===== config.mk =====
export PLATFORM = sky130hd
export DESIGN_NAME = am2910_stack_file
export DESIGN_NICKNAME = d
export VERILOG_FILES = /design/src/rtl/am2910_stack_file.sv
export SDC_FILE = /design/constraint.sdc
export NUM_CORES = 1
export LEC_CHECK = 0
export CORE_ASPECT_RATIO = 1.5
export CORE_MARGIN = 4
export CORE_UTILIZATION = 40
export CTS_BUF_LIST = sky130_fd_sc_hd__clkbuf_16
export DETAILED_ROUTE_END_ITERATION = 8
export PLACE_DENSITY = 0.61
export SETUP_SLACK_MARGIN = 0.1
export SLEW_MARGIN = 20
export SYNTH_ARGS = -nofsm -noshare
export SYNTH_HDL_FRONTEND = slang
export SYNTH_SLANG_ARGS = --single-unit

===== constraint.sdc =====
create_clock -name clk -period 3.26 [get_ports clk]
set_clock_uncertainty 0.15 [all_clocks]
set_input_delay 0.489 -clock clk [delete_from_list [all_inputs] [get_ports clk]]
set_output_delay 0.489 -clock clk [all_outputs]
set_load 0.01 [all_outputs]

===== src/rtl/am2910_stack_file.sv =====
// rtl/am2910_stack_file.sv - AM2910-style LIFO stack file feeding the next-address mux F input
// Optional AM2910_STACK_ERR_EN adds sticky ovf/unf error flags.
module am2910_stack_file #(
  parameter int WIDTH = 12,
  parameter int DEPTH = 5,
  parameter int PTR_W = 3
) (
  input  logic             clk,
  input  logic             rst,
  input  logic             push,
  input  logic             pop,
  input  logic             clear,
  input  logic [WIDTH-1:0] d_push,
  output logic [WIDTH-1:0] f_out,
  output logic [PTR_W-1:0] sp_out,
  output logic             full_n,
  output logic             empty
`ifdef AM2910_STACK_ERR_EN
  ,
  output logic             ovf,
  output logic             unf
`endif
);

  localparam logic [PTR_W-1:0] SP_FULL = PTR_W'(DEPTH);
  localparam logic [PTR_W-1:0] SP_ONE  = PTR_W'(1);

  logic [PTR_W-1:0] sp_q, sp_d;
  logic [WIDTH-1:0] mem_q [DEPTH];
  logic [WIDTH-1:0] mem_d [DEPTH];
  logic             wr_en;
  logic [PTR_W-1:0] wr_idx;

  always_comb begin
    sp_d   = sp_q;
    wr_en  = 1'b0;
    wr_idx = '0;
    if (clear) begin
      sp_d = '0;
    end else if (push && pop && (sp_q != '0)) begin
      wr_en  = 1'b1;
      wr_idx = sp_q - SP_ONE;
    end else if (push) begin
      wr_en = 1'b1;
      if (sp_q < SP_FULL) begin
        wr_idx = sp_q;
        sp_d   = sp_q + SP_ONE;
      end else begin
        // Full: overwrite the top entry, older entries stay intact.
        wr_idx = SP_FULL - SP_ONE;
      end
    end else if (pop && (sp_q != '0)) begin
      sp_d = sp_q - SP_ONE;
    end
  end

  always_comb begin
    for (int i = 0; i < DEPTH; i++) begin
      mem_d[i] = mem_q[i];
      if (wr_en && (wr_idx == PTR_W'(i))) begin
        mem_d[i] = d_push;
      end
    end
  end

  always_ff @(posedge clk) begin
    if (rst) begin
      sp_q <= '0;
      for (int i = 0; i < DEPTH; i++) begin
        mem_q[i] <= '0;
      end
    end else begin
      sp_q <= sp_d;
      for (int i = 0; i < DEPTH; i++) begin
        mem_q[i] <= mem_d[i];
      end
    end
  end

  // Top of stack is mem[sp-1]; an empty stack presents zero to the mux.
  always_comb begin
    f_out = '0;
    for (int i = 0; i < DEPTH; i++) begin
      if (sp_q == PTR_W'(i + 1)) begin
        f_out = mem_q[i];
      end
    end
  end

  assign sp_out = sp_q;
  assign full_n = (sp_q != SP_FULL);
  assign empty  = (sp_q == '0);

`ifdef AM2910_STACK_ERR_EN
  logic ovf_q, ovf_d;
  logic unf_q, unf_d;

  always_comb begin
    ovf_d = ovf_q;
    unf_d = unf_q;
    if (clear) begin
      ovf_d = 1'b0;
      unf_d = 1'b0;
    end else begin
      if (push && !pop && (sp_q == SP_FULL)) begin
        ovf_d = 1'b1;
      end
      if (pop && !push && (sp_q == '0)) begin
        unf_d = 1'b1;
      end
    end
  end

  always_ff @(posedge clk) begin
    if (rst) begin
      ovf_q <= 1'b0;
      unf_q <= 1'b0;
    end else begin
      ovf_q <= ovf_d;
      unf_q <= unf_d;
    end
  end

  assign ovf = ovf_q;
  assign unf = unf_q;
`endif

endmodule

---- Word-level counts from Yosys, hierarchy flattened ----
Memory sizes are Yosys's and may differ from the RTL's.
Cells that the tools add are included.
storage, ports and cells
  register bits ........................... 3
  memories kept ........................... 1
  input bits .............................. 17
  logic and storage cells ................. 64
  RAM bits ................................ 60
memories
  name   words  bits a word  read ports  clocked after memory_dff  write ports  RTL line  text
  mem_q  5      12           5           0                         5            29        logic [WIDTH-1:0] mem_q [DEPTH];
operators by class
  eq/ne operators ......................... 11
  mux-type cells .......................... 28
  bitwise gates (word level) .............. 6
  reduce and logical (&&, ||, !) cells .... 14
  magnitude comparators ................... 1
  add/sub/neg operators ................... 2
operators with widths
  operator             number
  $mux 12              15
  $mux 3               7
  $eq 3x2->1 const B   4
  $eq 3x3->1 const B   3
  $logic_and 1x1->1    8
  $eq 3x1->1 const B   2
  $logic_not 3->1      2
  $mux 1               6
  $or 1x1->1           5
  $add 3x1->3 const B  1
  $lt 3x3->1 const B   1
  $ne 3x3->1 const B   1
  $reduce_and 3->1     1
  $reduce_bool 3->1    1
  $sub 3x1->3 const B  1
  $ne 2x1->1 const B   1
  $reduce_bool 2->1    1
  $reduce_or 2->1      1
  $not 1->1            1

---- Depth between registers and ports, before layout ----
  depth after elaboration ................. 9
  depth in mapped cells ................... 8

---- Worst setup path before layout ----
OpenSTA, ideal clock, no wires.
  path kind ............................... flip-flop to flip-flop
  from .................................... register sp_q[0] (netlist: sp_out[0])
  to ...................................... memory mem_q[4][0] (netlist: mem_q[0][48])
  path slack .............................. 711 ps
  data required time ...................... 2988 ps
  data arrival time ....................... 2277 ps
  stages on the path, launching flop included .. 9
  period minus slack after synthesis ...... 2549 ps
  cell sequence ........................... dfxtp_1 -> inv_1 -> ha_1 -> nor2b_4 -> nand2b_4 -> mux2_4 -> or4_1 -> buf_2 -> mux2i_1
RTL lines
  element                 RTL line  text
  from (decl)             28        logic [PTR_W-1:0] sp_q, sp_d;
  from (signal assigned)  73        sp_q <= sp_d;
  to (decl)               29

---- Worst setup path after layout ----
  from .................................... register sp_q[1] (netlist: sp_out[1])
  to ...................................... output f_out[0]
on the way
  longest elaborated chain between the ends .. 6
  elaborated cells between the ends (all ways) .. 10
RTL lines
  element                RTL line  text
  $eq 3x1->1             84        if (sp_q == PTR_W'(i + 1)) begin
  $mux 12 (4 in series)  84
  $mux 12 (*)            84
  to (decl)              14        output logic [WIDTH-1:0] f_out,
Mark *: on every way between the ends. The rest lies on a longest branch, timed or not.

==> results.cfg <==
[setup_path]
rrSetupSlack_ps = 680
crit_start = sp_out[1]$_SDFFE_PP0P_
timing.rr.end = mem_q[0][50]$_SDFFE_PP0P_
cp-start-kind = flop
critPathMaxStageDelay_ps = 480
crit_family = buffers and inverters
crit_type = reg2out
crit_fanout = 6
crit_chain = inv_1 -> ha_1 -> nor3b_2 -> buf_4 -> a221oi_4 -> nor3_1 -> a221o_1 -> clkdlybuf4s50_1
rr_worst_depth = 7
path_depth = 8
slowest_stage = clkdlybuf4s50_1
crit_end = f_out[0]
worstPathRequired_ps = 2620
endpoint_kind = output port
worstReg2RegStart = sp_out[1]$_SDFFE_PP0P_
path_buf_inv = 3
arrival_ps = 2450

[clocking]
cts_buffers = 9
cts_tree = built
clockRootBuffer = clkbuf_16
insertion_delay_ps = 320
clkSinkCount = 63
path_clk_slew_ps = 50
htreeDepth = 3
cts_buffer_depth = 2

[synth]
synth-seq-area-share_pct = 39.5
syn_area_sq_um = 3200
synth_seq_cells = 63
syn_avg_cell_area_sq_um = 9.99
synth_nets = 343
syn_inst = 320
yosysWarnings = 0
yosysUniqueCellTypes = 34

[sta]
hold_viol = 0
max_freq_mhz = 323
slew_viol_final = 0
min_period_over_period_pct = 94.9
tightest_slew_ps = 532
finalSetupViolations = 0
rsz0062_at_grt = true
whs_ps = 324
fin_setup_tns_ps = 0
fin_crit_ps = 3090
slew_headroom_pct = 64.1

[worst_hold_path]
min-delay-start = mem_q[0][26]$_SDFFE_PP0P_
hold_path_class = reg2reg

[placement]
portBuffers = 33
dp_hpwl_mm = 4.93
place.gp.congestion = 0.817

[die]
coreArea_sq_um = 7710
rows = 39
io_pins = 34
die_x_um = 81.0
start_util_pct = 41.5
dieArea_sq_um = 9520
die_y_um = 117

[final_layout]
nNetsFinal = 384
areaGrowthSynthToFinish_pct = 29.0
fillers = 738
final_common_cell = nand2b_1
final_cell_mix = nand2b_1, mux2i_1, dfxtp_1
drive_gt1_share_pct = 15.3
n_antenna_cell = 0

[drt]
wl_per_cell_um = 15.9
initialDrtViolationCount = 125
routed_via_density = 5.18
final_antenna_net_count = 0
firstDrtPassIters = 4
vias = 2425
routed_wl_mm = 7.46
drc = 0

[power]
power_mw = 1.90
power_leakage_nw = 2.01
vdd_drop_max_mv = 0.336
power_density_nw_per_um2 = 461

[global_routing]
grt_pass1_vias = 2417
grt_max_degree = 49
grt_pass1_wl_mm = 12.2
grt_use_total_pct = 16.6
grt_overflow_total = 0
antenna_found_initial = 0

[status]
status = finished, final reports clean

[run]
drv_cap = 0
-- how the worst min path moves through the flow --
stage / to / slack (ps) / cells after the start
floorplan: mem_q[0][36]$_SDFFE_PP0P_ / 300 / 2
global placement: mem_q[0][37]$_SDFFE_PP0P_ / 310 / 2
detailed placement: mem_q[0][20]$_SDFFE_PP0P_ / 320 / 2
CTS: mem_q[0][56]$_SDFFE_PP0P_ / 330 / 2
global route: mem_q[0][55]$_SDFFE_PP0P_ / 340 / 2
finish: mem_q[0][26]$_SDFFE_PP0P_ / 320 / 2
-- final cells by class --
cell class                      count  area [sq um]  share of cell area [%]
Clock buffer                        9           225                    5.46
Clock inverter                      7          55.1                    1.34
Inverter                            5          18.8                   0.455
Multi-Input combinational cell    230          1920                    46.6
Sequential cell                    63          1260                    30.6
Tap cell                          102           128                    3.10
Timing Repair Buffer               52           512                    12.4
-- tightest hold or removal path: stages, from the launching register on --
cell	delay, ps
dfxtp_1	300
nand2b_1	60
mux2i_1	60
-- kinds of logic (layout without fill, tap and decap cells) --
kind of cell,count (synthesis),in the layout,share of synthesized area (%)
flops,63,63,39.5
mux,63,63,19.9
buf+inv,27,73,3.68
xor+xnor,2,2,0.548
compound gates,32,32,9.24
simple gates,127,127,24.9
fa+ha+maj,6,6,2.35
-- state kept, by name (all words and copies together), names as in the netlist --
signal  count
sp_out      3
mem_q      60
-- power breakdown --
part / leakage [nW] / switching, mW / internal, mW
sequential: 0.510 / 0.0118 / 0.789
clock: 0.143 / 0.311 / 0.577
combinational: 1.36 / 0.107 / 0.104
-- metal layers --
metal / track usage, % / share of wire (%)
met4: 5.39 / 1.7
met3: 4.59 / 2.8
met2: 26.6 / 51
met1: 21.1 / 45
met5: 0 / 0
-- cell usage after synthesis (all sizes together) --
library cell	count	area [sq um]
nor2b	15	101
a22o	1	8.76
a21oi	2	10.0
and3	1	6.26
xnor2	2	17.5
o221ai	1	8.76
mux2	1	15.0
o32ai	1	27.5
nor2	6	22.5
buf	7	42.5
nor4	1	21.3
a221oi	12	105
and2	1	6.26
nor3	16	80.1
mux2i	62	621
inv	5	18.8
clkbuf	15	56.3
nand2	4	15.0
and2b	1	7.51
dfxtp	63	1260
or3	1	6.26
nor3b	1	7.51
nand2b	74	473
ha	6	75.1
o21ai	3	15.0
nand3b	2	15.0
nand3	3	25.0
a221o	12	120
or4	1	7.51
-- stage by stage --
| step | setup WS, ps | cells | instance area (sq um) | utilization (%) |
|---|---|---|---|---|
| 6_report | 167 | 468 | 4120 | 53.5 |
| 5_1_grt | 31.4 | 468 | 4120 | 53.5 |
| 4_1_cts | 100 | 461 | 3950 | 51.2 |
| 3_5_place_dp | 33.4 | 445 | 3640 | 47.2 |
| 3_3_place_gp | 97.3 | 445 | 3640 | 47.2 |
| 2_1_floorplan | 711 | 320 | 3200 | - |
-- timing repair --
action,4_1_cts,5_1_grt
endpoints found under the setup margin,12,11
cloned,0,1
gates resized for setup,9,27
setup buffers,0,6
hold buffers,0,0
(Power assumes the default switching activity.)
